File: src/rtl/weights_ram_loader_pkg.sv
// Shared constants and FSM encoding for the weights memory, its run-time loader
// and the layer controllers that read from it.
package weights_ram_loader_pkg;

    localparam int N      = 8;
    localparam int Q      = 7;
    localparam int DEPTH  = 256;
    localparam int AW     = 8;
    localparam int CSUM_W = 16;

    typedef enum logic [1:0] {
        ST_IDLE = 2'd0,
        ST_LOAD = 2'd1,
        ST_DONE = 2'd2
    } load_state_t;

    // A session must load at least one word and cannot overrun the RAM.
    function automatic logic len_is_legal(input logic [AW:0] len);
        return (len != '0) && (len <= (AW+1)'(DEPTH));
    endfunction

endpackage

File: src/rtl/weights_dpram.sv
// Simple dual-port weights RAM: rising-edge write port, falling-edge registered
// read port, so a word written on a rising edge is readable half a cycle later.
module weights_dpram #(
    parameter int W     = 8,
    parameter int AW    = 8,
    parameter int DEPTH = 256
) (
    input  logic          clk,
    input  logic          rst_n,
    input  logic          we,
    input  logic [AW-1:0] waddr,
    input  logic [W-1:0]  wdata,
    input  logic [AW-1:0] raddr,
    output logic [W-1:0]  rdata
);

    logic [W-1:0] mem [DEPTH];

    always_ff @(posedge clk) begin
        if (we) begin
            mem[waddr] <= wdata;
        end
    end

    // Only the output register is reset; the array keeps its contents.
    always_ff @(negedge clk or negedge rst_n) begin
        if (!rst_n) begin
            rdata <= '0;
        end else begin
            rdata <= mem[raddr];
        end
    end

endmodule

File: src/rtl/weights_ram_loader.sv
// Run-time writer for the weights memory: streams signed words over valid/ready
// into the RAM sequentially and keeps a checksum for host-side verification.
module weights_ram_loader
    import weights_ram_loader_pkg::*;
(
    input  logic              clk,
    input  logic              rst_n,
    input  logic              start,
    input  logic [AW:0]       wr_len,
    input  logic [N-1:0]      s_data,
    input  logic              s_valid,
    output logic              s_ready,
    output logic              busy,
    output logic              done,
    output logic              err,
    output logic [CSUM_W-1:0] csum,
    input  logic [AW-1:0]     rd_addr,
    output logic [N-1:0]      rd_data
);

    load_state_t   state;
    load_state_t   state_next;
    logic [AW-1:0] ptr;
    logic [AW:0]   remaining;
    logic          accept;

    assign accept = s_valid && s_ready;

    always_ff @(posedge clk or negedge rst_n) begin
        if (!rst_n) begin
            state <= ST_IDLE;
        end else begin
            state <= state_next;
        end
    end

    // Handshake and status outputs come straight from the registered state.
    always_comb begin
        state_next = state;
        s_ready    = 1'b0;
        busy       = 1'b0;
        done       = 1'b0;
        case (state)
            ST_IDLE: begin
                if (start && len_is_legal(wr_len)) begin
                    state_next = ST_LOAD;
                end
            end
            ST_LOAD: begin
                s_ready = 1'b1;
                busy    = 1'b1;
                if (s_valid && (remaining == (AW+1)'(1))) begin
                    state_next = ST_DONE;
                end
            end
            ST_DONE: begin
                busy       = 1'b1;
                done       = 1'b1;
                state_next = ST_IDLE;
            end
            default: begin
                state_next = ST_IDLE;
            end
        endcase
    end

    // Pointer wraps naturally at DEPTH; the final word moves us out of LOAD,
    // so the wrapped pointer is never used for a write.
    always_ff @(posedge clk or negedge rst_n) begin
        if (!rst_n) begin
            ptr       <= '0;
            remaining <= '0;
            csum      <= '0;
            err       <= 1'b0;
        end else begin
            case (state)
                ST_IDLE: begin
                    if (start) begin
                        if (len_is_legal(wr_len)) begin
                            remaining <= wr_len;
                            ptr       <= '0;
                            csum      <= '0;
                            err       <= 1'b0;
                        end else begin
                            err <= 1'b1;
                        end
                    end
                end
                ST_LOAD: begin
                    if (accept) begin
                        ptr       <= ptr + AW'(1);
                        remaining <= remaining - (AW+1)'(1);
                        csum      <= csum + {{(CSUM_W-N){1'b0}}, s_data};
                    end
                end
                default: begin
                end
            endcase
        end
    end

    weights_dpram #(
        .W     (N),
        .AW    (AW),
        .DEPTH (DEPTH)
    ) u_ram (
        .clk   (clk),
        .rst_n (rst_n),
        .we    (accept),
        .waddr (ptr),
        .wdata (s_data),
        .raddr (rd_addr),
        .rdata (rd_data)
    );

endmodule

File: config.mk
export PLATFORM = sky130hd
export DESIGN_NAME = weights_ram_loader
export DESIGN_NICKNAME = d
export VERILOG_FILES = /design/src/rtl/weights_ram_loader_pkg.sv /design/src/rtl/weights_dpram.sv /design/src/rtl/weights_ram_loader.sv
export SDC_FILE = /design/constraint.sdc
export NUM_CORES = 2
export LEC_CHECK = 0
export ABC_AREA = 0
export ABC_CLOCK_PERIOD_IN_PS = 4100
export CORE_MARGIN = 2
export CORE_UTILIZATION = 50
export DETAILED_ROUTE_END_ITERATION = 10
export DONT_BUFFER_PORTS = 1
export SETUP_SLACK_MARGIN = 0.02
export SYNTH_ARGS = -nofsm -noshare
export SYNTH_HDL_FRONTEND = slang
export SYNTH_SLANG_ARGS = --single-unit
File: constraint.sdc
create_clock -name clk -period 4.1 [get_ports clk]
set_clock_uncertainty 0.2 [all_clocks]
set_input_delay 0.615 -clock clk [delete_from_list [all_inputs] [get_ports clk]]
set_output_delay 0.615 -clock clk [all_outputs]
set_load 0.03 [all_outputs]
==> flow_metrics.py <==
metrics = {
    "status": {
        "status": "finished with violations",
        "violations": "max-slew violations, negative setup slack",
    },
    "setup_path": {
        "worstPathMaxFanout": 560,
        "worstSetupPathType": "input port to flop",
        "required_ps": 2400,
        "r2r-end": "u_ram.rdata[0]",
        "start_kind": "input port",
        "reg2reg_depth": 6,
        "cpMostUsedCell": "mux4_2",
        "slowest_stage": "mux4_2",
        "critPathMaxStageDelay_ps": 860,
        "r2r_start": "u_ram.mem[187][0]",
        "arrival_ps": 4100,
        "r2r_setup_slack_ps": -740,
        "crit_chain": "mux4_2, mux4_2, mux2i_4, a21oi_4, o31ai_4, a31oi_1",
        "endpoint_kind": "flop",
    },
    "cells_and_area": {
        "drive_above_1_share_pct": 28.25,
        "n_fill_cell": 12015,
        "area_growth_pct": 14.98,
        "layout.nets": 4283,
    },
    "global_route": {
        "overflow": 0,
        "use_met2_pct": 39.34,
        "grt_usage_pct": 24.48,
        "grt_pass1_wl_um": 292300,
        "grt_max_degree": 561,
        "use_met3_pct": 3.753,
        "antenna_found_initial": 6,
        "grt_pass1_vias": 40488,
        "use_met1_pct": 35.57,
        "grt_busiest_layer": "met2",
    },
    "die": {
        "placementRows": 148,
        "ios": 57,
        "die_w_um": 407.7,
        "fp.dieArea_sq_um": 166200,
        "core_area_sq_um": 162200,
        "fp.dieH_um": 407.7,
        "start_util_pct": 50.23,
    },
    "timing": {
        "hold_violations": 0,
        "fin_ws_ps": -1701,
        "slew_headroom_pct": -77.68,
        "worst_slew_pin_slew_ps": 2665,
        "slew_violations": 769,
        "setup_viol": 16,
        "rsz0062_at_grt": "true",
    },
    "clock_network": {
        "clk_latency_ps": 830,
        "clk_pin_slew_ps": 60,
        "clk_path_buf_depth": 3,
        "h-tree-depth": 4,
        "clock_tree.root_cell": "clkbuf_16",
        "numCtsBuffers": 210,
        "cts_tree": "built",
        "clock-sinks": 2092,
    },
    "place": {
        "port_buffers": 0,
        "gp_congestion": 0.8009,
        "hpwlAfterDp_um": 109400,
        "dpl_worst_slack_ps": -1837,
    },
    "routing": {
        "drtAntennaViolNets": 0,
        "routed_wl_um": 203600,
        "viasPerCell": 6.090,
        "drc_errors": 0,
        "wl_per_cell_um": 30.90,
        "drt-initial-drc-count": 5003,
        "vias": 40122,
        "dr.pass1.iters": 7,
    },
    "yosys": {
        "synth_cell_types": 57,
        "synth_top_area_share_pct": 75.48,
        "synth_area_leader_cell": "edfxtp_1",
        "netlist_instances": 3872,
        "synth.top_cells.by_count": "edfxtp_1 (2048), mux4_2 (500), nor2_1 (296)",
        "synthTopCellsByArea": "edfxtp_1 (75%), mux4_2 (14%), mux2i_1 (1.9%)",
        "ys_ff_latch": 2092,
        "avgSynthCellArea_sq_um": 21.04,
        "ys_warn_count": 0,
        "synthFlopType": "edfxtp_1",
        "synth.most_common_cell": "edfxtp_1",
        "synth-edff-count": 2048,
        "synthArstFlopShare_pct": 2.103,
        "ys_seq_area_share_pct": 76.83,
        "syn_nets": 3919,
        "synthesis.area_sq_um": 81480,
    },
    "worst_hold_path": {
        "hold_path_class": "input port to async pin",
    },
    "pwr": {
        "power-per-cell-area_nw_per_um2": 487.5,
        "power_mw": 45.67,
        "p_leak_nw": 29.87,
        "vdd_drop_max_mv": 0.4337,
    },
    "flow_run": {
        "maxCapViolations": 0,
    },
}
## per-stage QoR
step	hold slack, ps	setup TNS (ps)	util, %	instance area [sq um]	cells
after floorplan	119.4	-5349	-	81660	3872
after global placement	120.4	-12160	53.00	85970	6172
after detailed placement	120.5	-11970	53.00	85970	6172
after CTS	17.73	-6406	57.67	93550	6583
after global routing	41.64	-8926	57.75	93670	6585
final	59.83	-14060	57.75	93680	6588
## worst max path at each step
| stage | startpoint | end | cells after the start |
|---|---|---|---|
| floorplan | rd_addr[0] | u_ram.rdata[5] | 8 |
| CTS | u_ram.mem[154][0] | u_ram.rdata[0] | 6 |
| global placement | rd_addr[0] | u_ram.rdata[0] | 6 |
| global route | rd_addr[0] | u_ram.rdata[6] | 7 |
| detailed placement | rd_addr[0] | u_ram.rdata[0] | 6 |
| finish | rd_addr[1] | u_ram.rdata[0] | 6 |
## layout by cell type, fill, tap and decap left out, types with 6 or more instances in the layout
cell and count:
buf_12 15, clkbuf_1 38, nand4_1 15, inv_1 13
a211oi_1 6, clkinv_2 37, nor2_1 293, bufinv_16 23
o22ai_1 24, nor3_1 26, nand2_1 62, clkinv_1 51
a22oi_1 61, mux2i_1 148, mux4_2 500, clkinvlp_4 7
o21ai_0 43, clkbuf_16 214, a21oi_1 51, nand2b_1 8
dlygate4sd3_1 21, a22o_1 19, nor2b_1 9, dfrtn_1 8
dfrtp_1 36, o221ai_1 34, buf_16 9, nand3_1 62
a21oi_2 11, ha_1 17, buf_4 334, xor2_1 9
edfxtp_1 2048, or2_2 9
## cell families after synthesis
group / Yosys count / synth area share, %
DFF: 2092 / 76.83
muxes: 651 / 15.68
and+or+nand+nor: 528 / 2.832
AOI/OAI and AO/OA: 325 / 2.744
buffers and inverters: 244 / 1.479
adders and majority gates: 18 / 0.2856
xor gates and xnor gates: 14 / 0.1505
## cell type report
type	instances	area [sq um]	area share [%]
multi-input combinational	1536	18160	19.38
tap	2175	2721	2.905
timing repair buffer	383	3311	3.534
sequential	2092	62600	66.82
clock inverter	130	1280	1.366
antenna	3	7.507	0.008014
inverter	13	48.80	0.05209
clock buffer	256	5553	5.927
## critical path, delay by kind of cell
family	cells	cell delay (ps)
AO/OA/AOI/OAI	3	630
multiplexers	3	1670
## power breakdown
part / switching, mW / internal (mW) / total (mW)
clock: 7.99 / 11.1 / 19.0
sequential: 0.254 / 23.6 / 23.9
combinational: 1.55 / 1.18 / 2.73
total: 9.79 / 35.9 / 45.7
## registers in the layout (all words and copies together), names as in the netlist
register     count
remaining        9
u_ram.mem     2048
u_ram.rdata      8
ptr              8
csum            16
err              1
state            2
## per-layer routing
| layer | up-vias | wire length, um |
|---|---|---|
| met2 | 1448 | 99070 |
| li1 | 16886 | - |
| met3 | 262 | 13500 |
| met4 | 2 | 4961 |
| met1 | 21524 | 86010 |
| met5 | - | 7 |
## what timing repair did
item                                     CTS  global route
resized for setup                         75            25
buffers inserted                           0             0
pin swaps                                 25            15
endpoints found under the hold margin   2096            56
endpoints found under the setup margin    16            16
hold buffers                              29             1
Power figures use the tool's default switching activity.
